===== src/rtl/led_status_driver.sv =====
// Multi-channel LED status driver: shared prescaler tick and blink phase feed per-channel lanes
// that select OFF/ON/BLINK/ACTIVITY, stretch activity strobes (evt) and apply PWM dimming.

module led_status_lane #(
  parameter int STRETCH_TICKS = 50,
  parameter int PWM_BITS      = 4
) (
  input  logic                sys_clk,
  input  logic                sys_rst,
  input  logic                tick,
  input  logic                phase,
  input  logic                evt,
  input  logic [1:0]          mode,
  input  logic [PWM_BITS-1:0] bright,
  input  logic [PWM_BITS-1:0] pwm_cnt,
  output logic                led
);
  localparam int SW = $clog2(STRETCH_TICKS + 1);

  logic [SW-1:0] stretch;
  logic          act, dim, base;

  // A strobe reloads (and retriggers) the stretch even on a tick cycle.
  always_ff @(posedge sys_clk or posedge sys_rst) begin
    if (sys_rst)          stretch <= '0;
    else if (evt)         stretch <= SW'(STRETCH_TICKS);
    else if (tick && act) stretch <= stretch - SW'(1);
  end

  assign act = |stretch;
  assign dim = (&bright) | (pwm_cnt < bright);

  always_comb begin
    base = 1'b0;
    case (mode)
      2'b01:   base = 1'b1;
      2'b10:   base = phase;
      2'b11:   base = act;
      default: base = 1'b0;
    endcase
  end

  always_ff @(posedge sys_clk or posedge sys_rst) begin
    if (sys_rst) led <= 1'b0;
    else         led <= base & dim;
  end
endmodule

module led_status_driver #(
  parameter int NCH           = 8,
  parameter int TICK_DIV      = 100000,
  parameter int BLINK_TICKS   = 500,
  parameter int STRETCH_TICKS = 50,
  parameter int PWM_BITS      = 4
) (
  input  logic                          sys_clk,
  input  logic                          sys_rst,
  input  logic [NCH-1:0][1:0]           mode,
  input  logic [NCH-1:0][PWM_BITS-1:0]  bright,
  input  logic [NCH-1:0]                evt,
  output logic                          tick,
  output logic [NCH-1:0]                led
);
  localparam int PW = $clog2(TICK_DIV);
  localparam int BW = (BLINK_TICKS > 1) ? $clog2(BLINK_TICKS) : 1;

  logic [PW-1:0]       pre_cnt;
  logic [BW-1:0]       blink_cnt;
  logic                phase;
  logic [PWM_BITS-1:0] pwm_cnt;
  logic                pre_wrap;

  assign pre_wrap = (pre_cnt == PW'(TICK_DIV - 1));

  always_ff @(posedge sys_clk or posedge sys_rst) begin
    if (sys_rst) begin
      pre_cnt <= '0;
      tick    <= 1'b0;
    end else begin
      tick    <= pre_wrap;
      pre_cnt <= pre_wrap ? '0 : pre_cnt + PW'(1);
    end
  end

  // One phase bit shared by every BLINK channel keeps them coherent.
  always_ff @(posedge sys_clk or posedge sys_rst) begin
    if (sys_rst) begin
      blink_cnt <= '0;
      phase     <= 1'b0;
    end else if (tick) begin
      if (blink_cnt == BW'(BLINK_TICKS - 1)) begin
        blink_cnt <= '0;
        phase     <= ~phase;
      end else begin
        blink_cnt <= blink_cnt + BW'(1);
      end
    end
  end

  always_ff @(posedge sys_clk or posedge sys_rst) begin
    if (sys_rst) pwm_cnt <= '0;
    else         pwm_cnt <= pwm_cnt + PWM_BITS'(1);
  end

  for (genvar i = 0; i < NCH; i++) begin : g_lane
    led_status_lane #(
      .STRETCH_TICKS (STRETCH_TICKS),
      .PWM_BITS      (PWM_BITS)
    ) u_lane (
      .sys_clk (sys_clk),
      .sys_rst (sys_rst),
      .tick    (tick),
      .phase   (phase),
      .evt     (evt[i]),
      .mode    (mode[i]),
      .bright  (bright[i]),
      .pwm_cnt (pwm_cnt),
      .led     (led[i])
    );
  end
endmodule

===== config.mk =====
export PLATFORM = sky130hd
export DESIGN_NAME = led_status_driver
export DESIGN_NICKNAME = d
export VERILOG_FILES = /design/src/rtl/led_status_driver.sv
export SDC_FILE = /design/constraint.sdc
export NUM_CORES = 1
export LEC_CHECK = 0
export CAP_MARGIN = 30
export CORE_UTILIZATION = 57
export CTS_CLUSTER_SIZE = 24
export DETAILED_ROUTE_END_ITERATION = 7
export GPL_ROUTABILITY_DRIVEN = 1
export GPL_TIMING_DRIVEN = 0
export PLACE_DENSITY = 0.92
export SYNTH_ARGS = -nofsm -noshare
export SYNTH_HDL_FRONTEND = slang
export SYNTH_HIERARCHICAL = 1
export SYNTH_SLANG_ARGS = --single-unit

===== constraint.sdc =====
create_clock -name sys_clk -period 2.81 [get_ports sys_clk]
set_clock_uncertainty 0.15 [all_clocks]
set_input_delay 0.4215 -clock sys_clk [delete_from_list [all_inputs] [get_ports sys_clk]]
set_output_delay 0.4215 -clock sys_clk [all_outputs]
set_load 0.02 [all_outputs]

==> results of run 1 <==
==> state kept, by name, summed over array words and instances (netlist names) <==
signal / cells
tick: 1
phase: 1
pre_cnt: 17
blink_cnt: 9
g_lane.u_lane/led: 8
g_lane.u_lane/stretch: 48
pwm_cnt: 4
==> placed cells by master, fill, tap and decap left out, drive strengths merged, types with 9 or more instances in the layout <==
cell           synthesis  layout
dfrtp                 88      88
clkdlybuf4s50          0      66
inv                   61      61
ha                    43      43
nand2                 39      39
a21oi                 35      35
a211o                 32      32
o21ai                 27      27
nor2                  23      23
nand4                 18      18
nand2b                17      17
a31oi                 16      16
o311ai                16      16
nand3                 15      15
or3                   12      12
xor2                  11      11
xnor2                 11      11
nor3                  11      11
clkbuf                 0      11
or4                    9       9
==> power by group through the flow <==
stage | Combinational (mW) | Clock, mW | Sequential, mW
after detailed placement | 0.211 | 0 | 1.30
after global routing | 0.233 | 1.23 | 1.27
final | 0.212 | 1.16 | 1.27
after global placement | 0.199 | 0 | 1.30
after floorplan | 0.0626 | 0 | 1.31
after CTS | 0.213 | 1.18 | 1.27
==> final cells by class <==
class	instances	area, sq um	share of cell area
inverters	61	229	0.0342
plain buffers	1	5.00	0.000748
repair buffers	68	708	0.106
multi-input cells	427	3120	0.466
well taps	129	161	0.0241
flip-flops and latches	88	2200	0.329
clock buffers	11	141	0.0211
clock inverters	5	128	0.0191
==> layer usage <==
metal / wire (microns) / GRT usage / up-vias
li1: - / - / 2315
met1: 5300 / 0.313 / 2329
met2: 6620 / 0.495 / 113
met3: 590 / 0.0603 / 26
met4: 293 / 0.111 / 0
met5: 0 / 0 / -
==> critical path, stage by stage, from the launching register on <==
cell	delay (ns)
dfrtp_2	0.39
buf_12	0.27
clkdlybuf4s50_1	0.65
==> path summary, 6_finish.rpt <==
path | from | endpoint | slack (ns) | cells after the start
max | tick | tick | 0.54 | 2
min | pre_cnt[0] | pre_cnt[0] | 0.34 | 1
max reg2reg | g_lane[0].u_lane/stretch[0] | g_lane[0].u_lane/stretch[4] | 0.88 | 5
min reg2reg | pre_cnt[0] | pre_cnt[0] | 0.34 | 1
max in group asynchronous | sys_rst | tick | 1.27 | 3
min in group asynchronous | sys_rst | g_lane[0].u_lane/led | 0.54 | 2
==> stage by stage <==
stage	total power [mW]	util	hold WS, ns	setup WS [ns]	cell area, sq um
2_1_floorplan	1.37	-	0.0749	0.361	5550
3_5_place_dp	1.51	0.686	0.330	0.419	6400
3_3_place_gp	1.50	0.683	0.322	-0.132	6370
5_1_grt	2.74	0.717	0.374	0.469	6690
6_report	2.65	0.717	0.338	0.543	6690
4_1_cts	2.66	0.715	0.341	0.0230	6670
==> cell families after synthesis <==
| kind of cell | Yosys count | synth area share |
|---|---|---|
| DFF | 88 | 0.397 |
| and+or+nand+nor | 202 | 0.224 |
| AOI/OAI and AO/OA | 158 | 0.202 |
| buffers and inverters | 62 | 0.0421 |
| muxes | 2 | 0.00383 |
| adders and majority gates | 43 | 0.0969 |
| xor gates and xnor gates | 22 | 0.0347 |
==> impl_results.md, run 1 <==
- Final setup fails: 0
- Top cells by area, synth: dfrtp_1 40%, ha_1 9.7%, inv_1 4.1%, a211o_1 3.8%, nand2_1 2.6%
- CTS max path bufs: 2
- Peak supply drop: 364 uV
- Row cnt: 35
- Non-filler instance count after layout: 790
- Port bufs: 66
- Lkg Pwr: 2.81 nW
- Yosys top cell by area: dfrtp_1
- Fillers: 681
- Syn nets: 678
- Power Internal: 2.09 mW
- Yosys top cell area share: 0.397
- Cells after Synth: 577
- Final RePlAce weighted congestion: 0.846
- Seq/Total Area, Yosys: 0.397
- Placed Cells: 773
- Routed Antenna Nets: 0
- P per Cell Area: 395 mW/mm^2
- Initial antenna violation count: 0
- Initial Util: 0.595
- Dominant synthesized flop cell: dfrtp_1
- Final net count: 757
- Switching share of total power: 0.212
- Clock root buffer: clkbuf_8
- Post-CTS sizing: 0
- TritonRoute pass-1 iters: 4
- Clock group share of total power: 0.438
- Kind of critical path: flop to primary output
- Global-route wire length before repair: 21.7 mm
- Number of global-route vias before repair: 4,845
- Post-synth top cells: 88 x dfrtp_1, 61 x inv_1, 43 x ha_1
- Async set or reset register ratio after synthesis: 1.00
- Wirelength, routed: 12.8 mm
- Crit path time final: 2.27 ns
- Antenna fix cells: 0
- Synth cell types: 48
- Via-per-instance ratio: 6.05
- HP Class: flop to flop
- Critical path arrival: 1.70 ns
- Syn. warnings: 6
- Inserted Clock Buffers: 9
- Via count: 4,783
- Clock Pin Slew Worst Setup and Hold Paths: 0.08 ns
- RSZ-0062 raised after global routing: false
- CTS tree: done
- CTS H-tree lvls: 3
- Status: completed
- Sequential share of power: 0.482
- CTS Sinks: 88
- Pin count of the biggest net entering global routing: 71
- Final hold vios: 0
- Clk_lat worst skew: 0.37 ns
- Hold buffers post-CTS: 0
- Cell area after synthesis: 0.00555 sq mm
- GRT Util Overall: 0.274
- Synth Register Bits: 88
- Setup Fix Bufs, Post-CTS: 0
- Layout cells sized above 1: 0.116
- Avg WL per Cell: 16.2 microns
- Max_slew headroom: 0.569
- Slew at the pin closest to its max-slew limit: 0.646 ns
- Die Area: 0.0101 sq mm
- Ports: 67
- Dpl hpwl: 9.40 mm
- Area growth, synth to finish: 20.5%
- Fin Setup TNS: 0 ns
- Initial DRC count: 228
- Max_cap viols: 0
- Gr ovfl total: 0
- Fin crit share: 0.807
- CP Capture Type: primary output
- Sw Pwr: 0.560 mW
- DRC Markers: 0
- Worst setup SP type: flop
- CP Max Fanout: 69
- EDFF count, synth: 0
- Die height: 101 microns
- Critical path required time: 2.24 ns
- Slew Limit Fails: 0
- Syn Area/Cell: 9.62 sq um
- Peak Freq: 441 MHz
- Comb power frac: 0.080
- Count leader, synth: dfrtp_1
- Core ar.: 0.00933 sq mm
- DIE WIDTH: 101 microns
Note: power is estimated with default switching activity, not from simulation.
==> run 2: changes to the inputs <==
clock period = 2.4 ns   (was 2.81 ns; I/O delays follow)
==> run 2 against run 1 <==
Against the previous run: non-clock buffer count unchanged; utilization decreased by 0.39 points; worst setup slack got worse by 0.39 ns; sequential cell count unchanged; critical path depth decreased by 1; cell count unchanged; routed wire length increased by 5.4%; critical path type unchanged; critical endpoint unchanged; highest routed layer unchanged.
==> impl_results.md, run 2 (synthesis gave the netlist of run 1 again) <==
- Slew at the pin closest to its max-slew limit: 0.635 ns
- Inserted Clock Buffers: 9
- Commonest non-fill, non-tap cell in the layout: dfrtp_1
- Biggest regs: g_lane.u_lane/stretch (48), pre_cnt (17), blink_cnt (9)
- TritonRoute pass-1 iters: 5
- Kind of critical path: flop to primary output
- Initial antenna violation count: 0
- Number of global-route vias before repair: 5,054
- Area of the multi-input gates: 0.00312 sq mm
- Lkg Pwr: 2.80 nW
- CP max stage cell: dfrtp_4
- Via count: 4,876
- Highest-count cells in the layout ignoring fill and taps: 87 x dfrtp_1, 66 x clkdlybuf4s50_1, 61 x inv_1, 43 x ha_1, 39 x nand2_1
- Final RePlAce weighted congestion: 0.859
- Final net count: 757
- RSZ-0062 raised after global routing: false
- Critical path required time: 1.89 ns
- Peak supply drop: 305 uV
- Die Area: 0.0101 sq mm
- Fin crit share: 0.936
- Clock root buffer: clkbuf_8
- Critical path arrival: 1.74 ns
- Status: completed
- Clk_lat worst skew: 0.36 ns
- Via-per-instance ratio: 6.17
- CP Max Fanout: 36
- Core ar.: 0.00933 sq mm
- P per Cell Area: 437 mW/mm^2
- Final hold vios: 0
- CTS tree: done
- Fin area: 0.00666 sq mm
- Placed Instance Area: 0.00640 sq mm
- Gr ovfl total: 0
- Pin count of the biggest net entering global routing: 37
- Max_slew headroom: 0.577
- Antenna fix cells: 0
- Port bufs: 66
- DIE WIDTH: 101 microns
- HP Class: flop to flop
- Initial Util: 0.595
- Wirelength, routed: 13.5 mm
- Area growth, synth to finish: 19.9%
- Final setup margin: 0.153 ns
- Crit path time final: 2.25 ns
- Ports: 67
- Largest Register: g_lane.u_lane/stretch
- CTS Sinks: 88
- Hold buffers post-CTS: 0
- Max_cap viols: 0
- Dpl hpwl: 9.59 mm
- Worst setup SP type: flop
- Final setup fails: 0
- Avg WL per Cell: 17.1 microns
- Global-route wire length before repair: 22.2 mm
- Fillers: 637
- Max reg flops: 48
- Layout cells sized above 1: 0.118
- CTS max path bufs: 2
- Die height: 101 microns
- Setup WS pre-CTS: 0.0811 ns
- Initial DRC count: 195
- Clock Pin Slew Worst Setup and Hold Paths: 0.09 ns
- GRT Util Overall: 0.279
- Critical path buffer and inverter count: 1
- Fin Setup TNS: 0 ns
- Critical-path cell list: clkdlybuf4s50_1
- DRC Markers: 0
- Crit-path leading delay family: flip-flops
- Max incr delay on CP: 0.69 ns
- Reg area: 0.00221 sq mm
- CP Capture Type: primary output
- Routed Antenna Nets: 0
- Row cnt: 35
- Peak Freq: 445 MHz
- CTS H-tree lvls: 3
- Slew Limit Fails: 0
-- run 2: metrics by stage --
step	hold WS [ns]	utilization	total power [mW]	instances
after floorplan	0.0134	-	1.61	577
after global placement	0.321	0.683	1.75	772
after detailed placement	0.334	0.686	1.77	773
after CTS	0.346	0.713	2.93	790
after global routing	0.387	0.713	3.03	790
final	0.360	0.713	2.91	790
-- run 2: timing repair --
item | in CTS | in global routing
buffers inserted | 1 | 0
setup endpoints to repair | 1 | 0
resized for setup | 1 | 0
hold endpoints to repair | 0 | 0
-- run 2: power by group --
group | total [mW] | internal, mW | switching [mW] | leakage, nW
combinational | 0.251 | 0.128 | 0.123 | 1.61
sequential | 1.49 | 1.49 | 0.00206 | 1.07
clock | 1.17 | 0.642 | 0.526 | 0.119
-- run 2: per-layer routing --
layer / global-route usage / part of all wire / vias up
li1: - / - / 2305
met1: 0.313 / 0.40 / 2394
met2: 0.515 / 0.52 / 149
met3: 0.0465 / 0.052 / 28
met4: 0.129 / 0.023 / 0
met5: 0 / 0 / -
-- run 2: final cells by class --
cell class	instances	share of cell area
Buffer	1	0.000752
Clock buffer	11	0.0227
Clock inverter	5	0.0118
Inverter	61	0.0344
Multi-Input combinational cell	427	0.468
Sequential cell	88	0.331
Tap cell	129	0.0243
Timing Repair Buffer	68	0.106
-- run 2: worst paths after layout --
kind | from | to | slack (ns) | cells past startpoint
setup reg to reg | pwm_cnt[2] | g_lane[7].u_lane/led | 0.47 | 4
setup / recovery | tick | tick | 0.15 | 1
hold reg to reg | pre_cnt[0] | pre_cnt[0] | 0.36 | 1
max in group asynchronous | sys_rst | tick | 1.14 | 3
hold / removal | pre_cnt[0] | pre_cnt[0] | 0.36 | 1
min in group asynchronous | sys_rst | g_lane[3].u_lane/stretch[1] | 0.45 | 2
==> run 3: changes to the inputs <==
CORE_MARGIN = 2   (was not set)
==> run 3 against run 2 <==
Against the previous run: final area increased by 0.15%; cell count increased by 0.51%; non-clock buffer count unchanged; first-iteration DRC count increased by 30%; fmax increased by 0.24%; die area increased by 4.0%; worst setup slack improved by 0.0055 ns; sequential power about the same.
==> impl_results.md, run 3 (synthesis gave the netlist of run 1 again) <==
- Status: completed
- Antenna fix cells: 0
- P per Cell Area: 443 mW/mm^2
- CTS H-tree lvls: 3
- Die Area: 0.0105 sq mm
- Max incr delay on CP: 0.69 ns
- Max reg flops: 48
- Layer with the highest usage: met2
- Hold Path Depth: 1
- Number of global-route vias before repair: 5,057
- Critical path buffer and inverter count: 1
- DIE WIDTH: 103 microns
- Final net count: 757
- CP max stage cell: dfrtp_4
- CTS max path bufs: 2
- Setup crit start: tick
- Hold endpoint: pre_cnt[0]
- Slew Limit Fails: 0
- Dpl hpwl: 9.57 mm
- DRC Markers: 0
- TritonRoute pass-1 iters: 5
- Via count: 4,915
- R2r endpoint: g_lane[0].u_lane/stretch[4]
- Max_slew headroom: 0.550
- RSZ-0062 raised after global routing: false
- CTS tree: done
- Layout cells sized above 1: 0.116
- Initial DRC count: 254
- Worst setup SP type: flop
- Highest-count cells in the layout ignoring fill and taps: 87 x dfrtp_1, 66 x clkdlybuf4s50_1, 61 x inv_1, 43 x ha_1, 39 x nand2_1
- HP Class: flop to flop
- Die height: 103 microns
- Largest Register: g_lane.u_lane/stretch
- Critical path arrival: 1.73 ns
- Ports: 67
- CP Depth: 1
- CP Max Fanout: 36
- Inserted Clock Buffers: 9
- Worst hold start: pre_cnt[0]
- Critical-path cell list: clkdlybuf4s50_1
- Kind of critical path: flop to primary output
- Fin Setup TNS: 0 ns
- Met1 Resource Use GR: 0.327
- Slew at the pin closest to its max-slew limit: 0.675 ns
- M3 GR Usage: 0.0353
- Via-per-instance ratio: 6.19
- Global-route wire length before repair: 22.9 mm
- Max_cap viols: 0
- CTS Sinks: 88
- Routed Antenna Nets: 0
- Clk_lat worst skew: 0.35 ns
- Hold buffers post-CTS: 0
- Avg WL per Cell: 17.2 microns
- Critical path required time: 1.89 ns
- Final setup margin: 0.159 ns
- Initial antenna violation count: 0
- Wirelength, routed: 13.6 mm
- Fin crit share: 0.934
- R2R Path Start: g_lane[0].u_lane/stretch[0]
- CP Capture Type: primary output
- Lkg Pwr: 2.80 nW
- Crit path time final: 2.24 ns
- Initial Util: 0.579
- Grt met2 use: 0.500
- Peak Freq: 446 MHz
- Peak supply drop: 237 uV
- Biggest regs: g_lane.u_lane/stretch (48), pre_cnt (17), blink_cnt (9)
- Crit-path leading delay family: flip-flops
- Gr ovfl total: 0
- Setup slack, reg-to-reg: 0.50 ns
- Final RePlAce weighted congestion: 0.861
- Pin count of the biggest net entering global routing: 37
- Clock Pin Slew Worst Setup and Hold Paths: 0.09 ns
- Row cnt: 36
- Port bufs: 66
- Setup WS pre-CTS: 0.0677 ns
- Commonest non-fill, non-tap cell in the layout: dfrtp_1
- R2R depth: 5
- GRT Util Overall: 0.273
- Clock root buffer: clkbuf_8
- Core ar.: 0.00959 sq mm
- Final setup fails: 0
- Final hold vios: 0
- Area growth, synth to finish: 20.1%
==> run 3: changes by cell type in the layout (fill, tap and decap cells not counted), sizes merged <==
cell / before / now
bufinv: 2 / 3
clkinv: 3 / 2
clkinvlp: 0 / 1
clkbuf: 11 / 10
==> run 3: stage by stage <==
step / hold slack [ns] / utilization / std cells / total power [mW] / instance area, sq um
finish: 0.346 / 0.695 / 794 / 2.95 / 6670
global route: 0.374 / 0.695 / 794 / 3.07 / 6670
CTS: 0.353 / 0.695 / 794 / 2.98 / 6670
detailed placement: 0.341 / 0.668 / 777 / 1.77 / 6410
global placement: 0.323 / 0.665 / 776 / 1.76 / 6380
floorplan: 0.0134 / - / 577 / 1.61 / 5550
==> run 3: metal layers <==
metal,part of all wire,up-vias
li1,-,2300
met3,0.050,23
met5,0,-
met1,0.40,2433
met2,0.53,159
met4,0.017,0
==> run 3: area by class of cell <==
class / instances / area (sq um)
Clock inverter: 6 / 108
Multi-Input combinational cell: 427 / 3120
Tap cell: 133 / 166
Timing Repair Buffer: 68 / 708
Buffer: 1 / 5.00
Inverter: 61 / 229
Fill cell: 691 / 2930
Clock buffer: 10 / 128
Sequential cell: 88 / 2210
==> run 3: worst max-delay path by stage <==
stage	endpoint
after floorplan	phase
after global placement	tick
after detailed placement	tick
after CTS	tick
after global routing	tick
final	tick
==> run 3: where the power goes <==
group	switching [mW]	internal [mW]	total, mW
combinational	0.122	0.128	0.250
clock	0.524	0.689	1.21
sequential	0.00280	1.49	1.49
total	0.649	2.31	2.95
==> run 3: repair_timing <==
| action | in CTS | in global routing |
|---|---|---|
| endpoints found under the setup margin | 1 | 0 |
| setup buffers | 1 | 0 |
| gates resized for setup | 1 | 0 |
